$ cat src/rtl/mips_pkg.sv
// Shared MIPS core definitions: multiply/divide op codes, R-type funct values
// and the mult_div_unit state type.
package mips_pkg;

    localparam logic [1:0] MD_MULT  = 2'd0;
    localparam logic [1:0] MD_MULTU = 2'd1;
    localparam logic [1:0] MD_DIV   = 2'd2;
    localparam logic [1:0] MD_DIVU  = 2'd3;

    localparam logic [5:0] MFHI  = 6'h10;
    localparam logic [5:0] MTHI  = 6'h11;
    localparam logic [5:0] MFLO  = 6'h12;
    localparam logic [5:0] MTLO  = 6'h13;
    localparam logic [5:0] MULT  = 6'h18;
    localparam logic [5:0] MULTU = 6'h19;
    localparam logic [5:0] DIV   = 6'h1A;
    localparam logic [5:0] DIVU  = 6'h1B;

    typedef enum logic [1:0] {
        IDLE = 2'd0,
        CALC = 2'd1,
        FIX  = 2'd2
    } md_state_t;

endpackage

$ cat src/rtl/mult_div_unit_step.sv
// One radix-2 iteration on unsigned magnitudes: shift-add multiply or
// restoring shift-subtract divide over a 2*WIDTH+1 bit accumulator.
module md_step #(
    parameter int WIDTH = 32
) (
    input  logic               is_div,
    input  logic [2*WIDTH:0]   acc,
    input  logic [WIDTH-1:0]   opnd,
    output logic [2*WIDTH:0]   acc_next
);

    logic [WIDTH:0] sum;
    logic [WIDTH:0] rem_sh;
    logic [WIDTH:0] diff;

    always_comb begin
        sum      = acc[2*WIDTH:WIDTH] + (acc[0] ? {1'b0, opnd} : {(WIDTH+1){1'b0}});
        rem_sh   = acc[2*WIDTH-1:WIDTH-1];
        diff     = rem_sh - {1'b0, opnd};
        acc_next = {1'b0, sum, acc[WIDTH-1:1]};
        // Divide: remainder lives in the upper half, quotient bits shift in at the bottom
        if (is_div) begin
            if (rem_sh >= {1'b0, opnd})
                acc_next = {diff, acc[WIDTH-2:0], 1'b1};
            else
                acc_next = {rem_sh, acc[WIDTH-2:0], 1'b0};
        end
    end

endmodule

$ cat src/rtl/mult_div_unit.sv
// HI/LO multiply/divide unit: sign-magnitude front end, WIDTH radix-2 steps,
// then a sign-fix cycle that commits HI/LO and pulses done.
module mult_div_unit
    import mips_pkg::*;
#(
    parameter int WIDTH = 32
) (
    input  logic             clk,
    input  logic             rst,
    input  logic             start,
    input  logic [1:0]       op,
    input  logic [WIDTH-1:0] rs_val,
    input  logic [WIDTH-1:0] rt_val,
    input  logic             mthi,
    input  logic             mtlo,
    output logic             busy,
    output logic             done,
    output logic             div_by_zero,
    output logic [WIDTH-1:0] hi,
    output logic [WIDTH-1:0] lo
);

    localparam int CW = $clog2(WIDTH) + 1;

    md_state_t        state;
    logic [CW-1:0]    count;
    logic [1:0]       op_r;
    logic             rs_neg, rt_neg, rt_zero;
    logic [WIDTH-1:0] opnd;
    logic [2*WIDTH:0] acc, acc_step;
    logic             signed_in, div_in, div_r;
    logic [WIDTH-1:0] rs_mag, rt_mag;

    function automatic logic [WIDTH-1:0] magnitude(input logic signed [WIDTH-1:0] v,
                                                   input logic sgn);
        return (sgn && v < 0) ? WIDTH'(-v) : v;
    endfunction

    function automatic logic [2*WIDTH-1:0] sign_fix_wide(input logic [2*WIDTH-1:0] v,
                                                         input logic neg);
        return neg ? -v : v;
    endfunction

    function automatic logic [WIDTH-1:0] sign_fix(input logic [WIDTH-1:0] v, input logic neg);
        return neg ? -v : v;
    endfunction

    assign signed_in = (op == MD_MULT) || (op == MD_DIV);
    assign div_in    = (op == MD_DIV)  || (op == MD_DIVU);
    assign div_r     = (op_r == MD_DIV) || (op_r == MD_DIVU);
    assign rs_mag    = magnitude(rs_val, signed_in);
    assign rt_mag    = magnitude(rt_val, signed_in);

    md_step #(.WIDTH(WIDTH)) u_step (
        .is_div   (div_r),
        .acc      (acc),
        .opnd     (opnd),
        .acc_next (acc_step)
    );

    // Operand capture and iteration datapath
    always_ff @(posedge clk) begin
        if (state == IDLE && start) begin
            op_r    <= op;
            rs_neg  <= signed_in && rs_val[WIDTH-1];
            rt_neg  <= signed_in && rt_val[WIDTH-1];
            rt_zero <= (rt_val == '0);
            opnd    <= div_in ? rt_mag : rs_mag;
            acc     <= {{(WIDTH+1){1'b0}}, (div_in ? rs_mag : rt_mag)};
        end else if (state == CALC) begin
            acc <= acc_step;
        end
    end

    // Control FSM and architectural HI/LO
    always_ff @(posedge clk or posedge rst) begin
        if (rst) begin
            state       <= IDLE;
            count       <= '0;
            busy        <= 1'b0;
            done        <= 1'b0;
            div_by_zero <= 1'b0;
            hi          <= '0;
            lo          <= '0;
        end else begin
            done <= 1'b0;
            case (state)
                IDLE: begin
                    if (mthi) hi <= rs_val;
                    if (mtlo) lo <= rs_val;
                    if (start) begin
                        state <= CALC;
                        count <= '0;
                        busy  <= 1'b1;
                    end
                end
                CALC: begin
                    count <= count + 1'b1;
                    if (count == CW'(WIDTH - 1)) state <= FIX;
                end
                FIX: begin
                    if (div_r) begin
                        // Remainder keeps the dividend sign, which also restores rs for /0
                        hi          <= sign_fix(acc[2*WIDTH-1:WIDTH], rs_neg);
                        lo          <= rt_zero ? {WIDTH{1'b1}}
                                               : sign_fix(acc[WIDTH-1:0], rs_neg ^ rt_neg);
                        div_by_zero <= rt_zero;
                    end else begin
                        {hi, lo} <= sign_fix_wide(acc[2*WIDTH-1:0], rs_neg ^ rt_neg);
                    end
                    done  <= 1'b1;
                    busy  <= 1'b0;
                    count <= '0;
                    state <= IDLE;
                end
                default: state <= IDLE;
            endcase
        end
    end

endmodule

$ cat config.mk
export PLATFORM = sky130hd
export DESIGN_NAME = mult_div_unit
export DESIGN_NICKNAME = d
export VERILOG_FILES = /design/src/rtl/mips_pkg.sv /design/src/rtl/mult_div_unit_step.sv /design/src/rtl/mult_div_unit.sv
export SDC_FILE = /design/constraint.sdc
export NUM_CORES = 1
export LEC_CHECK = 0
export ABC_AREA = 1
export CAP_MARGIN = 0
export CORE_ASPECT_RATIO = 1.75
export CORE_UTILIZATION = 45
export CTS_CLUSTER_SIZE = 30
export DETAILED_ROUTE_END_ITERATION = 8
export HOLD_SLACK_MARGIN = 0.06
export PLACE_DENSITY = 0.65
export RECOVER_POWER = 50
export SLEW_MARGIN = 20
export SYNTH_ARGS = -nofsm -noshare
export SYNTH_HDL_FRONTEND = slang
export SYNTH_SLANG_ARGS = --single-unit
export TNS_END_PERCENT = 10
$ cat constraint.sdc
create_clock -name clk -period 7.7 [get_ports clk]
set_input_delay 1.54 -clock clk [delete_from_list [all_inputs] [get_ports clk]]
set_output_delay 1.54 -clock clk [all_outputs]
set_load 0.02 [all_outputs]
* Word-level counts from Yosys, hierarchy flattened *
Cells that the tools add are included.

operators by class
  add/subtract/negate cells = 8
  $lt $le $gt $ge = 3
  eq/ne operators = 11
  multiplexer cells = 27
  bitwise gates (word level) = 1
  reductions and logical operators = 20

operators by type and width
  cell                 count
  $mux 32              14
  $mux 65              2
  $neg 32->32          4
  $pmux 32 s2          2
  $lt 32x1->1 const B  2
  $mux 64              1
  $neg 64->64          1
  $add 33x32->33       1
  $ge 33x32->1         1
  $sub 33x32->33       1
  $logic_not 32->1     1
  $pmux 6 s3           1
  $reduce_and 2->1     6
  $eq 2x2->1 const B   5
  $add 6x1->6 const B  1
  $eq 6x5->1 const B   1
  $mux 6               1
  $ne 2x2->1 const B   3
  $logic_and 1x1->1    5
  $logic_not 2->1      2
  $mux 2               2
  $pmux 2 s2           1
  $reduce_bool 2->1    2
  $logic_or 1x1->1     3
  other kinds (6)      7

storage, ports and cells
  register bits = 177
  input port bits = 71
  output and inout port bits = 67
  word-level logic and storage cells = 84

* Depth between registers and ports, before layout *
Gate-level depths: netlist of the first run.

  word-level depth = 6
  mapped depth = 20
  mapped depth without buffers = 18

* By module *
From an unflattened synthesis of the first run, not the netlist that was laid out.

unflattened totals
  cell total of the unflattened synthesis = 3184
  area total of the unflattened synthesis = 18320.1 um^2

by module, submodules not included
  module         times used  cells an instance  area an instance (um^2)  seq. area each (um^2)
  mult_div_unit  1           1869               12032.8                  4579.4
  md_step        1           1315               6287.3                   0.0

* Least setup slack after synthesis of the first run *
Ideal clock, no wire load.

  kind = input to register
  from = input port start
  to = register acc[3] (data pin)
  setup time = 0.318 ns
  arrival = 3.376 ns
  data required time = 7.382 ns
  slack = 4.006 ns
  cell stages on the path = 5
  buffers on the path = 2
  cells stage by stage = nand2_1 inv_1 clkbuf_1 clkbuf_1 o22ai_1

on the way
  cells in the longest elaborated chain, start to end = 2

ends and longest elaborated chain
  what                  RTL line             source
  from (decl)           mult_div_unit.sv:10  input logic start,
  $logic_and 1x1->1     mult_div_unit.sv:63  if (state == IDLE && start) begin
  $mux 32               mult_div_unit.sv:63
  to (signal assigned)  mult_div_unit.sv:69  acc <= {{(WIDTH+1){1'b0}}, (div_in ? rs_mag : rt_mag)};
  to (signal assigned)  mult_div_unit.sv:71  acc <= acc_step;
  to (decl)             mult_div_unit.sv:30  logic [2*WIDTH:0] acc, acc_step;

No other way between the ends.
A chain may end at the register's enable or synchronous reset.

* Final worst setup path of the first run *
  from = input port start
  to = register count[0]

on the way
  cells in the longest elaborated chain, start to end = 2

ends and longest elaborated chain
  what                        RTL line             source
  $ne 2x2->1 (no line)        --
  $reduce_and 2->1 (no line)  --
  to (signal assigned)        mult_div_unit.sv:98  count <= count + 1'b1;
  to (decl)                   mult_div_unit.sv:26  logic [CW-1:0] count;

No other way between the ends.

==> impl_metrics.csv, run 1 <==
group,metric,value,unit
outcome,status,"finished with violations",
outcome,violations,"capacitance limit, slew limit",
layout,diodes,0,
setup_path,crit_type,"input pin to flop",
die,io_pins,138,
global_routing,antenna_found_initial,1,
yosys,synth_compound_area_frac,0.127,
route,drtAntennaViolNets,0,
route,avgRoutedWirePerCell,24.6,um
setup_path,cp.arrival,5.99,ns
yosys,synth_fp_nets,3330,
setup_path,cp.depth,8,
clocking,clk_pin_slew,0.09,ns
sta,worstMarginPinSlew,3.26,ns
clocking,cts_hold_buf,0,
sta,max_freq,179,MHz
yosys,synth_xor_area_frac,0.0394,
sta,hold_viol,0,
layout,final_util,0.519,
yosys,ys_types,49,
sta,rsz0062_at_grt,"false",
setup_path,crit_family,"buffers and inverters",
sta,slew_viol_final,257,
sta,finClkSkew,0.0202,ns
yosys,avgSynthCellArea,5.78,um^2
route,routed_via_density,5.82,
yosys,synth-simple-area-share,0.421,
pwr,p_leak,10.3,nW
pwr,switching_share,0.590,
setup_path,reg2reg_from,"state[1]",
clocking,clock_tree.root_cell,"clkbuf_16",
placement,post-dp-hpwl,74700,um
yosys,postSynthCellCount,3188,
setup_path,reg2reg_slack,2.43,ns
pwr,power_frac_clock,0.105,
setup_path,r2r-end,"lo[7]",
pwr,netSwitchingPower,0.00526,W
setup_path,critPathLaunchType,"input pin",
layout,syn2layout_area_growth,13.0,%
yosys,synthMuxAreaShare,0,
yosys,yosysSeqAreaShare,0.248,
sta,period_needed,5.58,ns
clocking,cts_max_level,4,
setup_path,rr_worst_depth,9,
yosys,yosys.area.top_type_share,0.208,
layout,nets,3415,
sta,max-slew-margin-rel,-1.17,
setup_path,cpPeakStageDelay,2.27,ns
worst_hold_path,worstHoldPathCells,1,
clocking,cts_setup_buffers,0,
sta,setup_tns,0,ns
sta,fin_ws,2.12,ns
pwr,ir_drop,0.000244,V
setup_path,cpMaxStageDelayCell,"clkbuf_1",
route,vias,22300,
die,die_w,155,um
clocking,post_cts_resized,0,
yosys,yosys_warnings,0,
setup_path,end_kind,"flop",
pwr,internal_power,0.00366,W
route,drc,0,
yosys,syn_area,18400,um^2
yosys,synth_area_leader_cell,"nand2_1",
yosys,synth_top_family_by_area,"simple AND/OR/NAND/NOR gates",
yosys,async_flop_share,0.426,
route,routed_wl,94000,um
setup_path,startpoint,"start",
die,core.rowCount,97,
clocking,cts_buffers,17,
clocking,max-clock-path-buffers,2,
setup_path,required,8.11,ns
layout,fill_cells,4211,
die,core,40200,um^2
yosys,synth_edf_count,68,
clocking,cts_tree,"yes",
global_routing,grt_pass1_vias,21962,
route,drt-initial-drc-count,2093,
pwr,p_seq_frac,0.242,
sta,finalSetupViolations,0,
run,drv_cap,5,
sta,fin_crit_sh,0.725,
clocking,clkSinkCount,176,
die,initial_utilization,0.459,
global_routing,grt_max_degree,76,
die,dieArea,41800,um^2
placement,place_congestion,1.05,
clocking,clock_latency,0.49,ns
placement,portBuffers,137,
placement,dp_slack,3.29,ns
global_routing,grt_pass1_wl,138000,um
global_routing,grtUsageTotal,0.456,
global_routing,overflow,0,
pwr,pwr-share-comb,0.653,
setup_path,critPathBufInv,4,
yosys,synthAdderAreaFrac,0.0490,
setup_path,critPathCapture,"count[0]",
route,firstDrtPassIters,7,
sta,whs,0.507,ns
worst_hold_path,hp-class,"flop to flop",
layout,drive_gt1_frac,0.0320,
yosys,ys_ff_latch,176,
yosys,netlist_top_cells_area,"nand2_1 (21%), edfxtp_1 (11%), dfrtp_1 (10%), nor2_1 (9.4%), inv_1 (9.1%)",
setup_path,cp_max_fo,74,
pwr,power_density,428,nW/um^2
yosys,synth_ff_type,"dfrtp_1",
die,die_y,270,um
setup_path,cp_cell_sequence,"dlygate4sd3_1, nand2_2, clkbuf_1, inv_2, buf_4, nor2_1, nand2_1, a21oi_1",
-- layout make-up --
type / count / area (um^2) / share of cell area
clock buffers: 18 / 430 / 0.0206
clock inverters: 14 / 163 / 0.00780
inverters: 460 / 1730 / 0.0828
multi-input cells: 2458 / 11800 / 0.564
flip-flops and latches: 176 / 4580 / 0.220
well taps: 544 / 681 / 0.0326
repair buffers: 160 / 1520 / 0.0727
-- metrics by stage --
stage | power (W) | instances | instance area [um^2]
floorplan | 0.00545 | 3188 | 18400
global placement | 0.00769 | 3798 | 20300
detailed placement | 0.00778 | 3798 | 20300
CTS | 0.00872 | 3830 | 20900
global route | 0.00942 | 3830 | 20800
finish | 0.00891 | 3830 | 20800
-- registers in the layout, indices dropped and copies added (netlist names) --
name,flops
hi,32
rt_neg,1
lo,32
count,6
div_by_zero,1
rs_neg,1
opnd,32
op_r,1
rt_zero,1
done,1
state,2
acc,65
busy,1
-- power by group through the flow --
| stage | Sequential, W | Combinational [W] | Clock (W) |
|---|---|---|---|
| after CTS | 0.00211 | 0.00568 | 0.000928 |
| after floorplan | 0.00195 | 0.00350 | 0 |
| after detailed placement | 0.00213 | 0.00565 | 0 |
| after global placement | 0.00212 | 0.00557 | 0 |
| after global routing | 0.00214 | 0.00631 | 0.000964 |
| final | 0.00216 | 0.00582 | 0.000934 |
-- synthesized netlist by cell type, drive strengths merged (25+ instances only) --
library cell,n
dfxtp,33
a21oi,153
nand4,46
buf,35
nor2,472
nor3,25
clkbuf,59
edfxtp,68
nand2,1036
xor2,66
o21ai,209
ha,69
nand3,254
dfrtp,75
inv,455
-- kinds of logic after synthesis --
family,Yosys count
AND/OR/NAND/NOR,1871
XOR/XNOR,83
buffers and inverters,554
flip-flops,176
AO/OA/AOI/OAI,433
adder cells (fa/ha/maj),71
-- worst reg2reg max path, delay by kind of cell (launching register included) --
family	cells	cell delay (ns)
buffers and inverters	5	3.96
AND/OR/NAND/NOR	3	0.50
flip-flops	1	0.47
AO/OA/AOI/OAI	1	0.26
-- per-layer routing --
layer  up-vias  share of wire  global-route usage
met3       548          0.070              0.0889
met5         -              0                   0
li1      10315              -                   -
met4         0           0.14               0.537
met2      1263           0.48               0.780
met1     10174           0.31               0.418
-- cells in the final DEF, fill, tap and decap left out, types with 8 or more instances in the layout --
cell / instances
dlygate4sd3_1: 71
dfrtp_1: 75
edfxtp_1: 68
ha_1: 69
clkdlybuf4s50_1: 65
a21oi_1: 150
o211ai_1: 19
nor2_1: 459
dfxtp_1: 33
o21bai_1: 15
nand4_1: 45
o21ai_0: 199
nor3_1: 23
nand2_2: 10
buf_4: 17
nand3b_1: 18
inv_2: 9
xor2_1: 66
inv_1: 444
xnor2_1: 17
nand3_1: 251
o22ai_1: 8
a31oi_1: 21
nand2_1: 1023
clkbuf_16: 17
-- worst min path at each step --
| stage | from | endpoint | slack, ns |
|---|---|---|---|
| floorplan | count[5] | state[1] | 0.43 |
| global placement | count[5] | state[1] | 0.46 |
| detailed placement | count[5] | state[1] | 0.48 |
| CTS | count[5] | state[1] | 0.50 |
| global route | busy | busy | 0.52 |
| finish | count[5] | state[1] | 0.51 |
Power figures use the tool's default switching activity.
==> run 2, diff against run 1 <==
--- a/config.mk
+++ b/config.mk
@@ -12,7 +12,7 @@
 export CTS_CLUSTER_SIZE = 30
 export DETAILED_ROUTE_END_ITERATION = 8
 export HOLD_SLACK_MARGIN = 0.06
-export PLACE_DENSITY = 0.65
+export PLACE_DENSITY = 0.67
 export RECOVER_POWER = 50
 export SLEW_MARGIN = 20
 export SYNTH_ARGS = -nofsm -noshare
==> constraint.sdc (replaced) <==
create_clock -name clk -period 4.7 [get_ports clk]
set_input_delay 0.94 -clock clk [delete_from_list [all_inputs] [get_ports clk]]
set_output_delay 0.94 -clock clk [all_outputs]
set_load 0.02 [all_outputs]
==> run 2 against run 1 <==
Compared with the run above: largest power group unchanged; sequential cell count did not move; the run still ends with capacitance limit, slew limit left; non-clock buffer count is 16 higher; clock-buffer cell count fell by 1; highest routed layer is now met5; hold slack lost 0.017 ns; via count down 0.35%; critical path depth is 1 lower; power is 64% higher; final cell count is 0.42% higher; register-to-register slack worse by 1.6 ns; first-iteration DRC count up 12%; utilization is 0.35 points higher.
==> impl_metrics.csv, run 2 (synthesis gave the netlist of run 1 again) <==
group,metric,value,unit
outcome,status,"finished with violations",
outcome,violations,"capacitance limit, slew limit",
setup_path,required,5.03,ns
pwr,p_seq_frac,0.226,
pwr,power_frac_clock,0.108,
layout,layout_common_cells,"nand2_1 (1023), nor2_1 (461), inv_1 (447)",
clocking,cts_hold_buf,0,
setup_path,cp_cell_sequence,"clkbuf_1, nand2_1, nand2_1, clkbuf_1, o21ai_0, a31oi_1, a21oi_1",
die,initial_utilization,0.459,
sta,hold_viol,0,
global_routing,grt_pass1_vias,21784,
route,routed_via_density,5.78,
global_routing,grt_pass1_wl,135000,um
sta,max_freq,255,MHz
setup_path,cpPeakStageDelay,0.96,ns
global_routing,overflow,0,
global_routing,antenna_found_initial,0,
sta,finalSetupViolations,0,
setup_path,cp.arrival,4.25,ns
route,firstDrtPassIters,9,
clocking,cts_buffers,17,
placement,portBuffers,137,
layout,final_common_cell,"nand2_1",
die,dieArea,41800,um^2
sta,rsz0062_at_grt,"false",
placement,place_congestion,1.07,
pwr,netSwitchingPower,0.00851,W
layout,stdcell_area,21000,um^2
global_routing,grtUsageTotal,0.446,
clocking,clock_latency,0.50,ns
clocking,post_cts_resized,0,
clocking,clkSinkCount,176,
clocking,max-clock-path-buffers,2,
setup_path,cp_max_fo,26,
layout,largest-register,"acc",
setup_path,critPathBufInv,2,
sta,finClkSkew,0.0419,ns
route,drt-met1-wl,28100,um
setup_path,end_kind,"flop",
sta,period_needed,3.92,ns
clocking,cts_setup_buffers,0,
die,core.rowCount,97,
setup_path,crit_family,"buffers and inverters",
worst_hold_path,hp-class,"flop to flop",
global_routing,grt_max_degree,81,
layout,diodes,0,
layout,largest_reg_flops,65,
route,dr_wl_met2,44100,um
route,drt-initial-drc-count,2346,
sta,worstMarginPinSlew,2.60,ns
pwr,ir_drop,0.000371,V
placement,post-dp-hpwl,74000,um
pwr,switching_share,0.581,
route,avgRoutedWirePerCell,23.9,um
pwr,power_density,698,nW/um^2
pwr,pwr-share-comb,0.666,
setup_path,crit_type,"flop to flop",
route,highest_layer,"met5",
pwr,p_leak,10.5,nW
die,die_w,155,um
layout,fin_cells,3846,
layout,syn2layout_area_growth,13.8,%
sta,max-slew-margin-rel,-0.732,
route,vias,22223,
layout,drive_gt1_frac,0.0363,
setup_path,cpMaxStageDelayCell,"clkbuf_1",
route,routed_wl,91900,um
layout,nets,3431,
setup_path,critPathLaunchType,"flop",
sta,slew_viol_final,139,
placement,placed_area,20400,um^2
clocking,cts_max_level,4,
route,drtAntennaViolNets,0,
sta,setup_tns,0,ns
placement,dp_cells,3814,
route,wl_met3,6450,um
pwr,internal_power,0.00613,W
clocking,clk_pin_slew,0.09,ns
route,drc,0,
die,die_y,270,um
clocking,clock_tree.root_cell,"clkbuf_16",
run,drv_cap,2,
die,io_pins,138,
clocking,cts_tree,"yes",
die,core,40200,um^2
sta,fin_crit_sh,0.834,
[run 2: changes by cell type in the layout (fill, tap and decap cells not counted), sizes merged]
cell | before | now
buf | 17 | 33
clkdlybuf4s50 | 65 | 80
dlygate4sd3 | 71 | 56
clkinv | 14 | 11
inv | 460 | 463
bufinv | 0 | 1
clkbuf | 25 | 24
[run 2: stage by stage]
stage	hold slack, ns	utilization	setup WS (ns)	total power, W
after floorplan	0.432	-	1.61	0.00893
after global placement	0.448	0.508	1.13	0.0127
after detailed placement	0.475	0.508	1.10	0.0128
after CTS	0.492	0.523	1.38	0.0144
after global routing	0.501	0.522	0.670	0.0155
final	0.491	0.522	0.782	0.0146
[run 2: worst paths after layout]
path | cells after the start | to | start | slack [ns]
max | 7 | lo[16] | rs_neg | 0.78
min | 1 | state[1] | count[5] | 0.49
max reg2reg | 7 | lo[16] | rs_neg | 0.78
min reg2reg | 1 | state[1] | count[5] | 0.49
max in group asynchronous | 3 | hi[17] | rst | 1.70
min in group asynchronous | 2 | lo[30] | rst | 1.29
[run 2: per-layer routing]
metal  GRT usage  vias to the layer above
li1            -                    10344
met1       0.405                    10171
met2       0.762                     1194
met3      0.0992                      512
met4       0.516                        2
met5      0.0107                        -
[run 2: power by group through the flow]
stage | logic [W] | clock network [W] | registers [W]
2_1_floorplan | 0.00574 | 0 | 0.00319
3_3_place_gp | 0.00939 | 0 | 0.00327
3_5_place_dp | 0.00949 | 0 | 0.00329
4_1_cts | 0.00954 | 0.00158 | 0.00326
5_1_grt | 0.0105 | 0.00164 | 0.00332
6_report | 0.00974 | 0.00159 | 0.00331
[run 2: final cells by class]
| cell class | count | area, um^2 |
|---|---|---|
| clock inverter | 15 | 186 |
| clock buffer | 17 | 425 |
| multi-input combinational | 2458 | 11700 |
| sequential | 176 | 4580 |
| fill | 4316 | 19200 |
| inverter | 460 | 1730 |
| tap | 544 | 681 |
| timing repair buffer | 176 | 1650 |
